**config.mk**
```make
export PLATFORM = sky130hd
export DESIGN_NAME = gpio_iop_arbiter_flat
export DESIGN_NICKNAME = d
export VERILOG_FILES = /design/src/rtl/gpio_iop_arbiter_if.sv /design/src/rtl/gpio_iop_arbiter.sv /design/src/flat_wrapper.sv
export SDC_FILE = /design/constraint.sdc
export NUM_CORES = 1
export LEC_CHECK = 0
export CORE_AREA = 5 5 94 96
export CTS_CLUSTER_DIAMETER = 80
export CTS_CLUSTER_SIZE = 40
export DETAILED_ROUTE_END_ITERATION = 10
export DIE_AREA = 0 0 99 101
export DONT_BUFFER_PORTS = 1
export GPL_TIMING_DRIVEN = 0
export PLACE_DENSITY = 0.39
export SLEW_MARGIN = 0
export SYNTH_ARGS = -nofsm -noshare
export SYNTH_HDL_FRONTEND = slang
export SYNTH_SLANG_ARGS = --single-unit
```
**constraint.sdc**
```tcl
create_clock -name HCLK -period 2.01 [get_ports HCLK]
set_input_delay 0.3015 -clock HCLK [delete_from_list [all_inputs] [get_ports HCLK]]
set_output_delay 0.3015 -clock HCLK [all_outputs]
set_load 0.05 [all_outputs]
```
**src/rtl/gpio_iop_arbiter_if.sv**
```systemverilog
// gpio_iop_arbiter_if: IOP transfer bus between one driver and one responder.
// The master side drives select/transfer/payload, the slave side answers with
// read data, ready and an error response. Used for both requester ports and
// the target port of gpio_iop_arbiter.
interface gpio_iop_arbiter_if #(
  parameter int ADDR_W = 12
);
  logic              iosel;
  logic              iotrans;
  logic              iowrite;
  logic [1:0]        iosize;
  logic [ADDR_W-1:0] ioaddr;
  logic [31:0]       iowdata;
  logic [31:0]       iordata;
  logic              ready;
  logic              resp;

  modport master (
    output iosel, iotrans, iowrite, iosize, ioaddr, iowdata,
    input  iordata, ready, resp
  );

  modport slave (
    input  iosel, iotrans, iowrite, iosize, ioaddr, iowdata,
    output iordata, ready, resp
  );
endinterface

```
**src/rtl/gpio_iop_arbiter.sv**
```systemverilog
// gpio_iop_arbiter: round-robin arbiter letting two IOP requesters share one
// target. The owner's payload is steered combinationally to the target and
// the target's completion is steered back to the owner only; the payload is
// never registered, so requesters hold their inputs until ready.
// Build macro GPIO_ARB_TIMEOUT_EN: when defined, a wait-limit counter forces
// an error completion after TIMEOUT_CYCLES owned cycles without target ready.
module gpio_iop_arbiter #(
  parameter int ADDR_W         = 12,
  parameter int TIMEOUT_CYCLES = 16
) (
  input  logic                      HCLK,
  input  logic                      HRESETn,
  gpio_iop_arbiter_if.slave         m0,
  gpio_iop_arbiter_if.slave         m1,
  gpio_iop_arbiter_if.master        s,
  output logic [1:0]                GRANT
);

  typedef enum logic [1:0] {
    IDLE = 2'b00,
    OWN0 = 2'b01,
    OWN1 = 2'b10
  } state_t;

  state_t     state_r;
  logic       last_r;
  logic [1:0] grant_r;

  logic       req0_s;
  logic       req1_s;
  logic       own0_s;
  logic       own1_s;
  logic       tmo_s;
  logic       done0_s;
  logic       done1_s;

`ifdef GPIO_ARB_TIMEOUT_EN
  localparam logic [7:0] TMO_LAST = 8'(TIMEOUT_CYCLES - 1);
  logic [7:0] cnt_r;
`endif

  if ((TIMEOUT_CYCLES < 2) || (TIMEOUT_CYCLES > 255)) begin : g_bad_timeout
    $error("gpio_iop_arbiter: TIMEOUT_CYCLES must lie in 2..255");
  end

  // Decode requests, current ownership and completion of the owned transfer
  always_comb begin
    req0_s = m0.iosel & m0.iotrans;
    req1_s = m1.iosel & m1.iotrans;
    own0_s = (state_r == OWN0);
    own1_s = (state_r == OWN1);
`ifdef GPIO_ARB_TIMEOUT_EN
    tmo_s  = (own0_s | own1_s) & ~s.ready & (cnt_r == TMO_LAST);
`else
    tmo_s  = 1'b0;
`endif
    // A dropped request never completes, even if the target is ready
    done0_s = own0_s & req0_s & (s.ready | tmo_s);
    done1_s = own1_s & req1_s & (s.ready | tmo_s);
  end

  // Ownership FSM: round-robin grant from IDLE, back to IDLE after each transfer
  always_ff @(posedge HCLK or negedge HRESETn) begin
    if (!HRESETn) begin
      state_r <= IDLE;
      last_r  <= 1'b1;
      grant_r <= 2'b00;
`ifdef GPIO_ARB_TIMEOUT_EN
      cnt_r   <= 8'd0;
`endif
    end else begin
      case (state_r)
        IDLE: begin
          // Requester 0 wins alone, or on a tie when requester 1 went last
          if (req0_s && (!req1_s || last_r)) begin
            state_r <= OWN0;
            last_r  <= 1'b0;
            grant_r <= 2'b01;
`ifdef GPIO_ARB_TIMEOUT_EN
            cnt_r   <= 8'd0;
`endif
          end else if (req1_s) begin
            state_r <= OWN1;
            last_r  <= 1'b1;
            grant_r <= 2'b10;
`ifdef GPIO_ARB_TIMEOUT_EN
            cnt_r   <= 8'd0;
`endif
          end else begin
            state_r <= IDLE;
            grant_r <= 2'b00;
          end
        end
        OWN0: begin
          if (!req0_s || done0_s) begin
            state_r <= IDLE;
            grant_r <= 2'b00;
          end else begin
            state_r <= OWN0;
`ifdef GPIO_ARB_TIMEOUT_EN
            cnt_r   <= cnt_r + 8'd1;
`endif
          end
        end
        OWN1: begin
          if (!req1_s || done1_s) begin
            state_r <= IDLE;
            grant_r <= 2'b00;
          end else begin
            state_r <= OWN1;
`ifdef GPIO_ARB_TIMEOUT_EN
            cnt_r   <= cnt_r + 8'd1;
`endif
          end
        end
        default: begin
          state_r <= IDLE;
          grant_r <= 2'b00;
        end
      endcase
    end
  end

  // Steer the owner's controls and payload to the target; all zero when idle
  always_comb begin
    case (state_r)
      OWN0: begin
        s.iosel   = m0.iosel;
        s.iotrans = m0.iotrans;
        s.iowrite = m0.iowrite;
        s.iosize  = m0.iosize;
        s.ioaddr  = m0.ioaddr;
        s.iowdata = m0.iowdata;
      end
      OWN1: begin
        s.iosel   = m1.iosel;
        s.iotrans = m1.iotrans;
        s.iowrite = m1.iowrite;
        s.iosize  = m1.iosize;
        s.ioaddr  = m1.ioaddr;
        s.iowdata = m1.iowdata;
      end
      default: begin
        s.iosel   = 1'b0;
        s.iotrans = 1'b0;
        s.iowrite = 1'b0;
        s.iosize  = 2'b00;
        s.ioaddr  = {ADDR_W{1'b0}};
        s.iowdata = 32'h0000_0000;
      end
    endcase
  end

  // Return the completion to the owner only; a timeout reads as error with zero data
  always_comb begin
    m0.ready = done0_s;
    m1.ready = done1_s;
    if (done0_s && s.ready) begin
      m0.iordata = s.iordata;
      m0.resp    = s.resp;
    end else if (done0_s) begin
      m0.iordata = 32'h0000_0000;
      m0.resp    = 1'b1;
    end else begin
      m0.iordata = 32'h0000_0000;
      m0.resp    = 1'b0;
    end
    if (done1_s && s.ready) begin
      m1.iordata = s.iordata;
      m1.resp    = s.resp;
    end else if (done1_s) begin
      m1.iordata = 32'h0000_0000;
      m1.resp    = 1'b1;
    end else begin
      m1.iordata = 32'h0000_0000;
      m1.resp    = 1'b0;
    end
  end

  assign GRANT = grant_r;

endmodule

```
**src/flat_wrapper.sv**
```systemverilog
// flat-port wrapper written by rule: the top's interface ports become plain ports
module gpio_iop_arbiter_flat 
#(
  parameter int ADDR_W         = 12,
  parameter int TIMEOUT_CYCLES = 16
)
  (HCLK, HRESETn, GRANT, m0_iosel, m0_iotrans, m0_iowrite, m0_iosize, m0_ioaddr, m0_iowdata, m0_iordata, m0_ready, m0_resp, m1_iosel, m1_iotrans, m1_iowrite, m1_iosize, m1_ioaddr, m1_iowdata, m1_iordata, m1_ready, m1_resp, s_iosel, s_iotrans, s_iowrite, s_iosize, s_ioaddr, s_iowdata, s_iordata, s_ready, s_resp);
  gpio_iop_arbiter_if #(.ADDR_W(ADDR_W)) m0_i ();
  gpio_iop_arbiter_if #(.ADDR_W(ADDR_W)) m1_i ();
  gpio_iop_arbiter_if #(.ADDR_W(ADDR_W)) s_i ();
  input  logic HCLK;
  input  logic HRESETn;
  output logic [1:0] GRANT;
  input wire logic [$bits(m0_i.iosel)-1:0] m0_iosel;
  input wire logic [$bits(m0_i.iotrans)-1:0] m0_iotrans;
  input wire logic [$bits(m0_i.iowrite)-1:0] m0_iowrite;
  input wire logic [$bits(m0_i.iosize)-1:0] m0_iosize;
  input wire logic [$bits(m0_i.ioaddr)-1:0] m0_ioaddr;
  input wire logic [$bits(m0_i.iowdata)-1:0] m0_iowdata;
  output wire logic [$bits(m0_i.iordata)-1:0] m0_iordata;
  output wire logic [$bits(m0_i.ready)-1:0] m0_ready;
  output wire logic [$bits(m0_i.resp)-1:0] m0_resp;
  input wire logic [$bits(m1_i.iosel)-1:0] m1_iosel;
  input wire logic [$bits(m1_i.iotrans)-1:0] m1_iotrans;
  input wire logic [$bits(m1_i.iowrite)-1:0] m1_iowrite;
  input wire logic [$bits(m1_i.iosize)-1:0] m1_iosize;
  input wire logic [$bits(m1_i.ioaddr)-1:0] m1_ioaddr;
  input wire logic [$bits(m1_i.iowdata)-1:0] m1_iowdata;
  output wire logic [$bits(m1_i.iordata)-1:0] m1_iordata;
  output wire logic [$bits(m1_i.ready)-1:0] m1_ready;
  output wire logic [$bits(m1_i.resp)-1:0] m1_resp;
  output wire logic [$bits(s_i.iosel)-1:0] s_iosel;
  output wire logic [$bits(s_i.iotrans)-1:0] s_iotrans;
  output wire logic [$bits(s_i.iowrite)-1:0] s_iowrite;
  output wire logic [$bits(s_i.iosize)-1:0] s_iosize;
  output wire logic [$bits(s_i.ioaddr)-1:0] s_ioaddr;
  output wire logic [$bits(s_i.iowdata)-1:0] s_iowdata;
  input wire logic [$bits(s_i.iordata)-1:0] s_iordata;
  input wire logic [$bits(s_i.ready)-1:0] s_ready;
  input wire logic [$bits(s_i.resp)-1:0] s_resp;
  assign m0_i.iosel = m0_iosel;
  assign m0_i.iotrans = m0_iotrans;
  assign m0_i.iowrite = m0_iowrite;
  assign m0_i.iosize = m0_iosize;
  assign m0_i.ioaddr = m0_ioaddr;
  assign m0_i.iowdata = m0_iowdata;
  assign m0_iordata = m0_i.iordata;
  assign m0_ready = m0_i.ready;
  assign m0_resp = m0_i.resp;
  assign m1_i.iosel = m1_iosel;
  assign m1_i.iotrans = m1_iotrans;
  assign m1_i.iowrite = m1_iowrite;
  assign m1_i.iosize = m1_iosize;
  assign m1_i.ioaddr = m1_ioaddr;
  assign m1_i.iowdata = m1_iowdata;
  assign m1_iordata = m1_i.iordata;
  assign m1_ready = m1_i.ready;
  assign m1_resp = m1_i.resp;
  assign s_iosel = s_i.iosel;
  assign s_iotrans = s_i.iotrans;
  assign s_iowrite = s_i.iowrite;
  assign s_iosize = s_i.iosize;
  assign s_ioaddr = s_i.ioaddr;
  assign s_iowdata = s_i.iowdata;
  assign s_i.iordata = s_iordata;
  assign s_i.ready = s_ready;
  assign s_i.resp = s_resp;
  gpio_iop_arbiter #(.ADDR_W(ADDR_W), .TIMEOUT_CYCLES(TIMEOUT_CYCLES)) u_core (.HCLK(HCLK), .HRESETn(HRESETn), .m0(m0_i), .m1(m1_i), .s(s_i), .GRANT(GRANT));
endmodule
```
==> report_table.html <==
<table>
<tr><th>Metric</th><th>Value</th></tr>
<tr><th colspan="2">Status</th></tr>
<tr><td>Status</td><td>complete, but fails checks</td></tr>
<tr><td>Violated checks</td><td>negative setup slack</td></tr>
<tr><th colspan="2">Synthesis</th></tr>
<tr><td>Post-Synthesis Cells</td><td>217</td></tr>
<tr><td>Avg Cell Area, Syn</td><td>7.28 µm²</td></tr>
<tr><td>Synth warn</td><td>0</td></tr>
<tr><td>Most used flip-flop cell after synthesis</td><td>sky130_fd_sc_hd__dfrtp_1</td></tr>
<tr><td>Post-synthesis instance area</td><td>1580 µm²</td></tr>
<tr><td>Synth top area share</td><td>0.261</td></tr>
<tr><td>Number of enable-type register cells in the synthesized netlist</td><td>0</td></tr>
<tr><td>Distinct cell type count after synthesis</td><td>23</td></tr>
<tr><td>Cell type contributing the most total cell area after synthesis</td><td>sky130_fd_sc_hd__and2_1</td></tr>
<tr><td>Cell with the most instances after synthesis</td><td>sky130_fd_sc_hd__and2_1</td></tr>
<tr><td>Count of state elements after synthesis</td><td>5</td></tr>
<tr><td>Ys async rst share</td><td>1.00</td></tr>
<tr><td>Net count after synthesis</td><td>355</td></tr>
<tr><td>Ranking of synthesized cells by area</td><td>sky130_fd_sc_hd__and2_1 (26%), sky130_fd_sc_hd__a22oi_1 (23%), sky130_fd_sc_hd__nor2b_1 (20%)</td></tr>
<tr><td>Share of synthesized area occupied by flip-flops and latches</td><td>0.0800</td></tr>
<tr><td>Commonest cells post-synth</td><td>sky130_fd_sc_hd__and2_1 (66), sky130_fd_sc_hd__nor2b_1 (50), sky130_fd_sc_hd__a22oi_1 (49)</td></tr>
<tr><th colspan="2">Global routing</th></tr>
<tr><td>Pin count of the biggest net entering global routing</td><td>11</td></tr>
<tr><td>Vias in the first global route</td><td>1940</td></tr>
<tr><td>Residual overflow from global routing</td><td>0</td></tr>
<tr><td>Wire length of the first global-routing pass</td><td>10500 µm</td></tr>
<tr><td>Overall track demand over capacity in global routing</td><td>0.129</td></tr>
<tr><td>Initial antenna violation count</td><td>0</td></tr>
<tr><th colspan="2">Routing</th></tr>
<tr><td>Final routed DRC violation total</td><td>0</td></tr>
<tr><td>Per-cell via count in the routed design</td><td>5.22</td></tr>
<tr><td>Via count</td><td>1765</td></tr>
<tr><td>Routed WL</td><td>7460 µm</td></tr>
<tr><td>Number of violations reported at the end of detailed-routing iteration 0</td><td>36</td></tr>
<tr><td>WL/cell</td><td>22.1 µm</td></tr>
<tr><td>First-pass iteration count of the detailed router</td><td>4</td></tr>
<tr><td>Antenna viol nets, final</td><td>0</td></tr>
<tr><th colspan="2">STA</th></tr>
<tr><td>Shortest clock period the worst path allows after layout</td><td>2030 ps</td></tr>
<tr><td>Hold Violations, Final</td><td>0</td></tr>
<tr><td>Max Fclk</td><td>0.492 GHz</td></tr>
<tr><td>Post-Route Setup TNS</td><td>-189 ps</td></tr>
<tr><td>Relative slew margins</td><td>0.683</td></tr>
<tr><td>Share of the clock period used by the worst path</td><td>1.01</td></tr>
<tr><td>Crit path setup slack, layout</td><td>-21.1 ps</td></tr>
<tr><td>Worst clock skew on the final layout</td><td>3.20 ps</td></tr>
<tr><td>Slew of the pin with the lowest slew margin</td><td>476 ps</td></tr>
<tr><td>Final max-slew violation count</td><td>0</td></tr>
<tr><td>Setup-failing EPs final</td><td>18</td></tr>
<tr><td>Setup repair after global routing missed its margin</td><td>true</td></tr>
<tr><th colspan="2">Final layout</th></tr>
<tr><td>Antenna diode instance count</td><td>0</td></tr>
<tr><td>Share of post-route cells with drive strength above 1</td><td>0.755</td></tr>
<tr><td>Synth-to-Final Area Change</td><td>69.9%</td></tr>
<tr><td>Fillers</td><td>826</td></tr>
<tr><td>Final instance area</td><td>2680 µm²</td></tr>
<tr><td>Number of nets in the layout</td><td>372</td></tr>
<tr><td>Cell Count, Final, Fillers Out</td><td>338</td></tr>
<tr><th colspan="2">Clock tree</th></tr>
<tr><td>CTS tree</td><td>yes</td></tr>
<tr><td>Number of buffers between clock root and the deepest sink</td><td>2</td></tr>
<tr><td>H-Tree Depth</td><td>1</td></tr>
<tr><td>Clock slew at reported path FFs</td><td>40 ps</td></tr>
<tr><td>Root buf cell</td><td>sky130_fd_sc_hd__clkbuf_8</td></tr>
<tr><td>Clk_lat worst skew</td><td>220 ps</td></tr>
<tr><td>Num Clock Sinks</td><td>5</td></tr>
<tr><td>CTS buffer count</td><td>3</td></tr>
<tr><th colspan="2">Worst setup path</th></tr>
<tr><td>Reg-to-reg setup timing slack</td><td>450 ps</td></tr>
<tr><td>Startpoint class of the critical path</td><td>flip-flop</td></tr>
<tr><td>Launching point of the worst reg2reg path</td><td>u_core.state_r[0]$_DFF_PN0_</td></tr>
<tr><td>Number of cells traversed by the worst register-to-register path</td><td>6</td></tr>
<tr><td>Arrival time at the worst endpoint</td><td>1730 ps</td></tr>
<tr><td>R2r endpoint</td><td>u_core.GRANT[1]$_DFFE_PN0P_</td></tr>
<tr><td>Critical path class</td><td>flip-flop to primary output</td></tr>
<tr><td>Crit Path Max Fanout</td><td>5</td></tr>
<tr><td>Category of the worst setup path capture point</td><td>primary output</td></tr>
<tr><td>Data required time at the worst endpoint</td><td>1710 ps</td></tr>
<tr><th colspan="2">Floorplanning</th></tr>
<tr><td>Std-Cell Core Area</td><td>7970 µm²</td></tr>
<tr><td>Initial cell density of the core</td><td>0.198</td></tr>
<tr><td>Die Height</td><td>101 µm</td></tr>
<tr><td>Overall die width</td><td>99 µm</td></tr>
<tr><td>Die area</td><td>10000 µm²</td></tr>
<tr><td>Total number of placement rows</td><td>33</td></tr>
<tr><td>Count of boundary I/O pins</td><td>253</td></tr>
<tr><th colspan="2">Placement</th></tr>
<tr><td>HPWL after detailed placement</td><td>6140 µm</td></tr>
<tr><td>Number of input and output port buffers inserted</td><td>0</td></tr>
<tr><td>Post-Place Cells</td><td>322</td></tr>
<tr><td>Total cell area at the placement stage</td><td>1760 µm²</td></tr>
<tr><td>Weighted congestion reported at the end of routability-driven placement</td><td>0.693</td></tr>
<tr><th colspan="2">Run</th></tr>
<tr><td>Max-cap viol count</td><td>0</td></tr>
<tr><th colspan="2">Pwr</th></tr>
<tr><td>IR Drop Worst-Case VDD</td><td>0.235 mV</td></tr>
<tr><td>P_leak</td><td>0.954 nW</td></tr>
<tr><td>Pwr Total</td><td>1.22 mW</td></tr>
<tr><td>Power density cells</td><td>453 nW/µm²</td></tr>
<tr><th colspan="2">Worst hold path</th></tr>
<tr><td>Source of the worst hold timing path</td><td>m1_iosel</td></tr>
<tr><td>WHS Path Cells</td><td>2</td></tr>
<tr><td>Worst-case hold path end point</td><td>u_core.last_r$_DFFE_PN1P_</td></tr>
<tr><td>Hold crit path type</td><td>input port to flip-flop</td></tr>
</table>
## kinds of logic after synthesis
kind of cell             Yosys count  share of synthesized area
AO/OA/AOI/OAI                     54                      0.256
adder cells (fa/ha/maj)            4                     0.0317
buffers and inverters             27                      0.112
flip-flops                         5                     0.0800
multiplexers                       2                     0.0143
AND/OR/NAND/NOR                  125                      0.506
## through the flow
stage          utilization  hold WS [ps]  setup WS (ps)
2_1_floorplan            -          5.91           20.4
3_3_place_gp         0.221          6.02           -281
3_5_place_dp         0.221          6.03           -292
4_1_cts              0.329           254           -132
5_1_grt              0.337           273          -98.5
6_report             0.337           266          -21.1
## how the worst max path moves through the flow
stage | startpoint | endpoint | depth (start not counted)
6_report | u_core.state_r[0]$_DFF_PN0_ | m1_iordata[16] | 7
5_1_grt | u_core.state_r[1]$_DFF_PN0_ | m0_iordata[15] | 7
4_1_cts | u_core.state_r[0]$_DFF_PN0_ | m1_iordata[18] | 8
3_5_place_dp | u_core.state_r[0]$_DFF_PN0_ | s_iowdata[25] | 4
3_3_place_gp | u_core.state_r[0]$_DFF_PN0_ | s_iowdata[25] | 4
2_1_floorplan | u_core.state_r[0]$_DFF_PN0_ | s_ioaddr[0] | 6
## cells in the final DEF (no fill, tap or decap), types with 2 or more instances in the layout
cell                        count
sky130_fd_sc_hd__buf_4         11
sky130_fd_sc_hd__and2_2         2
sky130_fd_sc_hd__nor2_1         2
sky130_fd_sc_hd__clkbuf_8       3
sky130_fd_sc_hd__bufbuf_16      4
sky130_fd_sc_hd__ha_4           3
sky130_fd_sc_hd__nand3_4        2
sky130_fd_sc_hd__and2_4        64
sky130_fd_sc_hd__mux2_2         2
sky130_fd_sc_hd__nor2b_4       49
sky130_fd_sc_hd__a22oi_2        9
sky130_fd_sc_hd__buf_6          9
sky130_fd_sc_hd__nand3_1        2
sky130_fd_sc_hd__a22oi_1       40
sky130_fd_sc_hd__nor2_4         2
sky130_fd_sc_hd__inv_1          2
sky130_fd_sc_hd__dfrtp_1        3
sky130_fd_sc_hd__buf_12         5
sky130_fd_sc_hd__clkbuf_4       2
## power by group
part	internal [mW]	switching, mW
sequential	0.118	0.0241
clock	0.136	0.0525
combinational	0.367	0.517
total	0.621	0.594
## state kept, by name, summed over array words and instances, names as in the netlist
register and cells:
u_core.state_r 2, u_core.GRANT 2, u_core.last_r 1
## layer usage
| layer | routed length, µm | track usage | vias to the layer above | part of all wire |
|---|---|---|---|---|
| li1 | - | - | 771 | - |
| met1 | 2430 | 0.138 | 829 | 0.33 |
| met2 | 4080 | 0.252 | 158 | 0.55 |
| met3 | 870 | 0.0311 | 7 | 0.12 |
| met4 | 85 | 0.0305 | 0 | 0.011 |
| met5 | 0 | 0 | - | 0 |
## cell type report
type	count	area, µm²	area share
Buffer	18	196	0.0732
Clock buffer	4	45.0	0.0168
Inverter	4	17.5	0.00653
Multi-Input combinational cell	185	1900	0.707
Sequential cell	5	128	0.0476
Tap cell	105	131	0.0490
Timing Repair Buffer	17	268	0.0998
## critical path: stages (launching register included)
cell and delay (ps):
sky130_fd_sc_hd__dfrtp_2 440, sky130_fd_sc_hd__inv_4 90, sky130_fd_sc_hd__ha_4 160, sky130_fd_sc_hd__nand3_4 90, sky130_fd_sc_hd__nor2_4 110, sky130_fd_sc_hd__buf_12 130
sky130_fd_sc_hd__bufbuf_16 240, sky130_fd_sc_hd__and2_4 230
## what timing repair did
action | in CTS | in global routing
hold buffers | 1 | 0
buffers inserted | 8 | 5
endpoints found under the setup margin | 115 | 115
gates resized for setup | 239 | 20
gates cloned | 4 | 0
pin swaps | 46 | 9
hold endpoints to repair | 5 | 0
Power figures use the tool's default switching activity.
